**src/rtl/axis_chk_pkg.sv**
```systemverilog
// Shared types and constants for the AXI-Stream DDR read-data checker.
package axis_chk_pkg;

    typedef enum logic [1:0] {
        ST_IDLE = 2'd0,
        ST_RUN  = 2'd1,
        ST_DONE = 2'd2
    } chk_state_e;

    localparam int unsigned LANE_W         = 32;
    localparam logic [31:0] FIRST_ERR_NONE = 32'hFFFF_FFFF;

    function automatic logic [31:0] sat_inc(input logic [31:0] v);
        return (v == '1) ? v : v + 32'd1;
    endfunction

endpackage

```
**src/rtl/axis_chk_pattern.sv**
```systemverilog
// Expected-data generator: every 32-bit lane carries seed + beat_index.
module axis_chk_pattern
    import axis_chk_pkg::*;
#(
    parameter int unsigned DATA_WIDTH = 64
) (
    input  logic                  clk,
    input  logic                  rstn,
    input  logic                  load_i,
    input  logic [31:0]           seed_i,
    input  logic                  adv_i,
    output logic [DATA_WIDTH-1:0] exp_data_o
);

    localparam int unsigned LANES = DATA_WIDTH / LANE_W;

    logic [LANE_W-1:0] word_q;

    always_ff @(posedge clk or negedge rstn) begin
        if (!rstn) begin
            word_q <= '0;
        end else if (load_i) begin
            word_q <= seed_i;
        end else if (adv_i) begin
            word_q <= word_q + 32'd1;
        end
    end

    assign exp_data_o = {LANES{word_q}};

endmodule

```
**config.mk**
```make
export PLATFORM = sky130hd
export DESIGN_NAME = axis_chk_pattern
export DESIGN_NICKNAME = d
export VERILOG_FILES = /design/src/rtl/axis_chk_pkg.sv /design/src/rtl/axis_chk_pattern.sv
export SDC_FILE = /design/constraint.sdc
export NUM_CORES = 1
export LEC_CHECK = 0
export CORE_MARGIN = 2
export CORE_UTILIZATION = 39
export CTS_BUF_LIST = sky130_fd_sc_hd__clkbuf_8
export DETAILED_ROUTE_END_ITERATION = 6
export PLACE_DENSITY = 0.79
export SYNTH_ARGS = -nofsm -noshare
export SYNTH_HDL_FRONTEND = slang
export SYNTH_SLANG_ARGS = --single-unit
```
**constraint.sdc**
```tcl
create_clock -name clk -period 1.6 [get_ports clk]
set_input_delay 0.32 -clock clk [delete_from_list [all_inputs] [get_ports clk]]
set_output_delay 0.32 -clock clk [all_outputs]
set_load 0.05 [all_outputs]
```
==> reports/results.ini <==
[run_status]
outcome = complete, but fails checks
failed_checks = negative setup slack

[logic_synthesis]
ys_types = 40
post_synthesis_sequential_element_count = 32
yosys_warnings = 0
synthesized_nets = 288
synth_area_sq_mm = 0.00221
synthesis.instances = 251
synth_async_sr_flop_share = 1.00
syn_avg_cell_area_sq_um = 8.79
synth_flop_cell = dfrtp_1
proportion_of_synthesized_chip_area_in_sequential_cells = 0.363
synth_edf_count = 0

[critical_path]
critical_path.max_stage_delay_ns = 0.54
critical_path.startpoint = word_q[1]
timing.critical_path.max_delay_family = simple AND/OR/NAND/NOR gates
required_ns = 1.81
worstSetupPathType = flip-flop to flip-flop
setup.worst_path.end_class = flip-flop
critPathSlowestCell = or4_1
startpoint_class_of_the_critical_path = flip-flop
worst_r2r_path_depth = 5
crit_path_depth = 5
r2r_start = word_q[1]
crit_path_cell_trace = ha_4, and3_4, nand3_4, or4_1, a31oi_1
crit_path_end = word_q[24]
reg2reg_slack_ns = -0.05
path_buf_inv = 0
arrival_ns = 1.86
critPathMaxFanout = 7
regToRegEndpoint = word_q[24]

[clock_network]
tritoncts = built
h-tree-depth = 2
clock_insertion_delay_at_the_later_pin_of_the_skew_report_ns = 0.29
cts.path.max_buffers = 2
worst_path_clk_slew_ns = 0.07
cts_hold_repair.buffers = 0
ctsRootBufferMaster = clkbuf_8
cts_num_sinks = 32
cts_buffers = 5

[grt]
overflow = 0
first_global_vias = 2513
first_pass_grt_wire_length_mm = 12.4
antenna_found_initial = 0
grt_max_degree = 33
global_route.usage.total = 0.254

[floorplan]
row_count = 27
die-height_microns = 79.2
i_o_pins = 100
die_area_sq_mm = 0.00628
floorplan.die.width_microns = 79.2
placeableCoreArea_sq_mm = 0.00547
starting_density = 0.403

[timing]
worst_hold_margin_ns = 0.388
rsz_0062_raised_after_global_routing = yes
post_route_setup_tns_ns = -0.170
worst_slew_pin_slew_ns = 0.299
skew_ns = 0.00271
max_freq_mhz = 607
hold_violations = 0
max_slew_margin = 0.801
final.setup.worst_slack_ns = -0.0487
setup_viol = 10
period_minus_slack_ns = 1.65
layout_worst_path_cycle_share = 1.03
drv_slew = 0

[placement]
detailedPlacementHpwl_mm = 5.41
post_dp_area_sq_mm = 0.00404
portBuffers = 99
place.gp.congestion = 0.830

[finish]
finalInstanceArea_sq_mm = 0.00432
num-fill-cells = 315
top_register = word_q
number_of_antenna_diodes = 0
area_growth_syn_to_layout_pct = 95.6
number_of_flip_flops_in_the_largest_register = 32
drive_gt1_frac = 0.477
layout_top_registers = word_q x32
fin_nets = 409

[routing]
detailedRoute.firstPassIterationCount = 4
wl_per_cell_microns = 18.4
remaining_number_of_nets_flagged_by_the_antenna_check_after_routing = 0
drt-vias-per-instance = 5.87
routed-via-count = 2612
detail_route.drc_violations = 0
drt_iter0_drc = 240
wl_mm = 8.17

[worst_hold_path]
hold_class = primary input to async pin

[power_and_ir_drop]
ir_worst_vdd_v = 0.000666
p_per_area_mw_per_mm2 = 842
cellLeakagePower_nw = 1.77

[flow_run]
drv.max_cap_violation_count = 0

==> per-stage QoR <==
stage	instances	power [mW]	worst slack, ns	util
4_1_cts	442	3.58	-0.0352	0.770
3_5_place_dp	425	2.91	-0.498	0.738
2_1_floorplan	251	1.94	-0.158	-
5_1_grt	445	3.76	-0.103	0.789
6_report	445	3.63	-0.0487	0.789
3_3_place_gp	425	2.87	-0.418	0.738
==> how the worst min path moves through the flow <==
stage          startpoint          to  slack (ns)
3_3_place_gp   word_q[25]  word_q[25]        0.57
3_5_place_dp   word_q[25]  word_q[25]        0.59
2_1_floorplan        rstn   word_q[0]        0.02
6_report             rstn  word_q[18]        0.39
4_1_cts              rstn  word_q[18]        0.40
5_1_grt              rstn  word_q[18]        0.41
==> per-layer routing <==
metal	part of all wire	routed length [microns]	track usage
met2	0.52	4260	0.438
met3	0.079	646	0.0648
met1	0.37	3030	0.307
met5	0	0	0
met4	0.028	226	0.0862
==> cells in the mapped netlist (all sizes together), types with 3 or more instances <==
cell     n  area share
and4     5       0.022
or4     12       0.041
nand3   12       0.035
clkbuf   7       0.012
a31oi   14       0.040
nor2    17       0.029
nand2   24       0.041
and2     3      0.0085
or3      4       0.011
and3     5       0.015
o31ai   10       0.034
xor2    10       0.040
dfrtp   32        0.36
buf     37        0.13
o21ai   20       0.045
nand4   16       0.059
inv      3      0.0051
==> cell type report <==
type,instances,area (sq um),share of cell area
well taps,72,90.1,0.0209
inverters,3,11.3,0.00261
multi-input cells,174,1200,0.279
clock buffers,6,82.6,0.0191
flip-flops and latches,32,831,0.192
repair buffers,156,2090,0.484
clock inverters,2,10.0,0.00232
==> what timing repair did <==
action / in CTS / in global routing
endpoints found under the hold margin: 0 / 0
setup buffers: 7 / 3
resized for setup: 6 / 22
pin swaps: 6 / 13
gates cloned: 2 / 0
endpoints found under the setup margin: 19 / 19
==> logic make-up (layout without fill, tap and decap cells) <==
family          Yosys count  after routing  share of synthesized area
compound gates           52             52                      0.149
xor+xnor                 12             12                     0.0476
fa+ha+maj                 1              1                    0.00567
buf+inv                  47            167                      0.142
flops                    32             32                      0.363
mux                       1              1                    0.00454
simple gates            106            108                      0.289
==> placed cells by master, fill, tap and decap left out, types with 9 or more instances in the layout <==
cell,netlist,layout
nor2_1,17,17
o21ai_0,20,19
dfrtp_2,0,24
buf_4,34,51
a31oi_1,14,14
buf_12,0,65
xor2_1,10,10
clkdlybuf4s50_1,0,34
o31ai_1,10,9
nand2_1,24,23
nand4_1,14,14
==> report_power, final <==
group | internal [mW] | leakage (nW) | switching [mW]
registers | 0.900 | 0.345 | 0.0926
logic | 0.933 | 1.37 | 1.04
clock network | 0.343 | 0.0510 | 0.323
total | 2.18 | 1.77 | 1.46
==> worst register-to-register path: cells and delay by family, from the launching register on <==
family,cells,cell delay [ns]
and+or+nand+nor,3,0.91
AOI/OAI and AO/OA,1,0.15
adders and majority gates,1,0.14
DFF,1,0.39
Power figures use the tool's default switching activity.
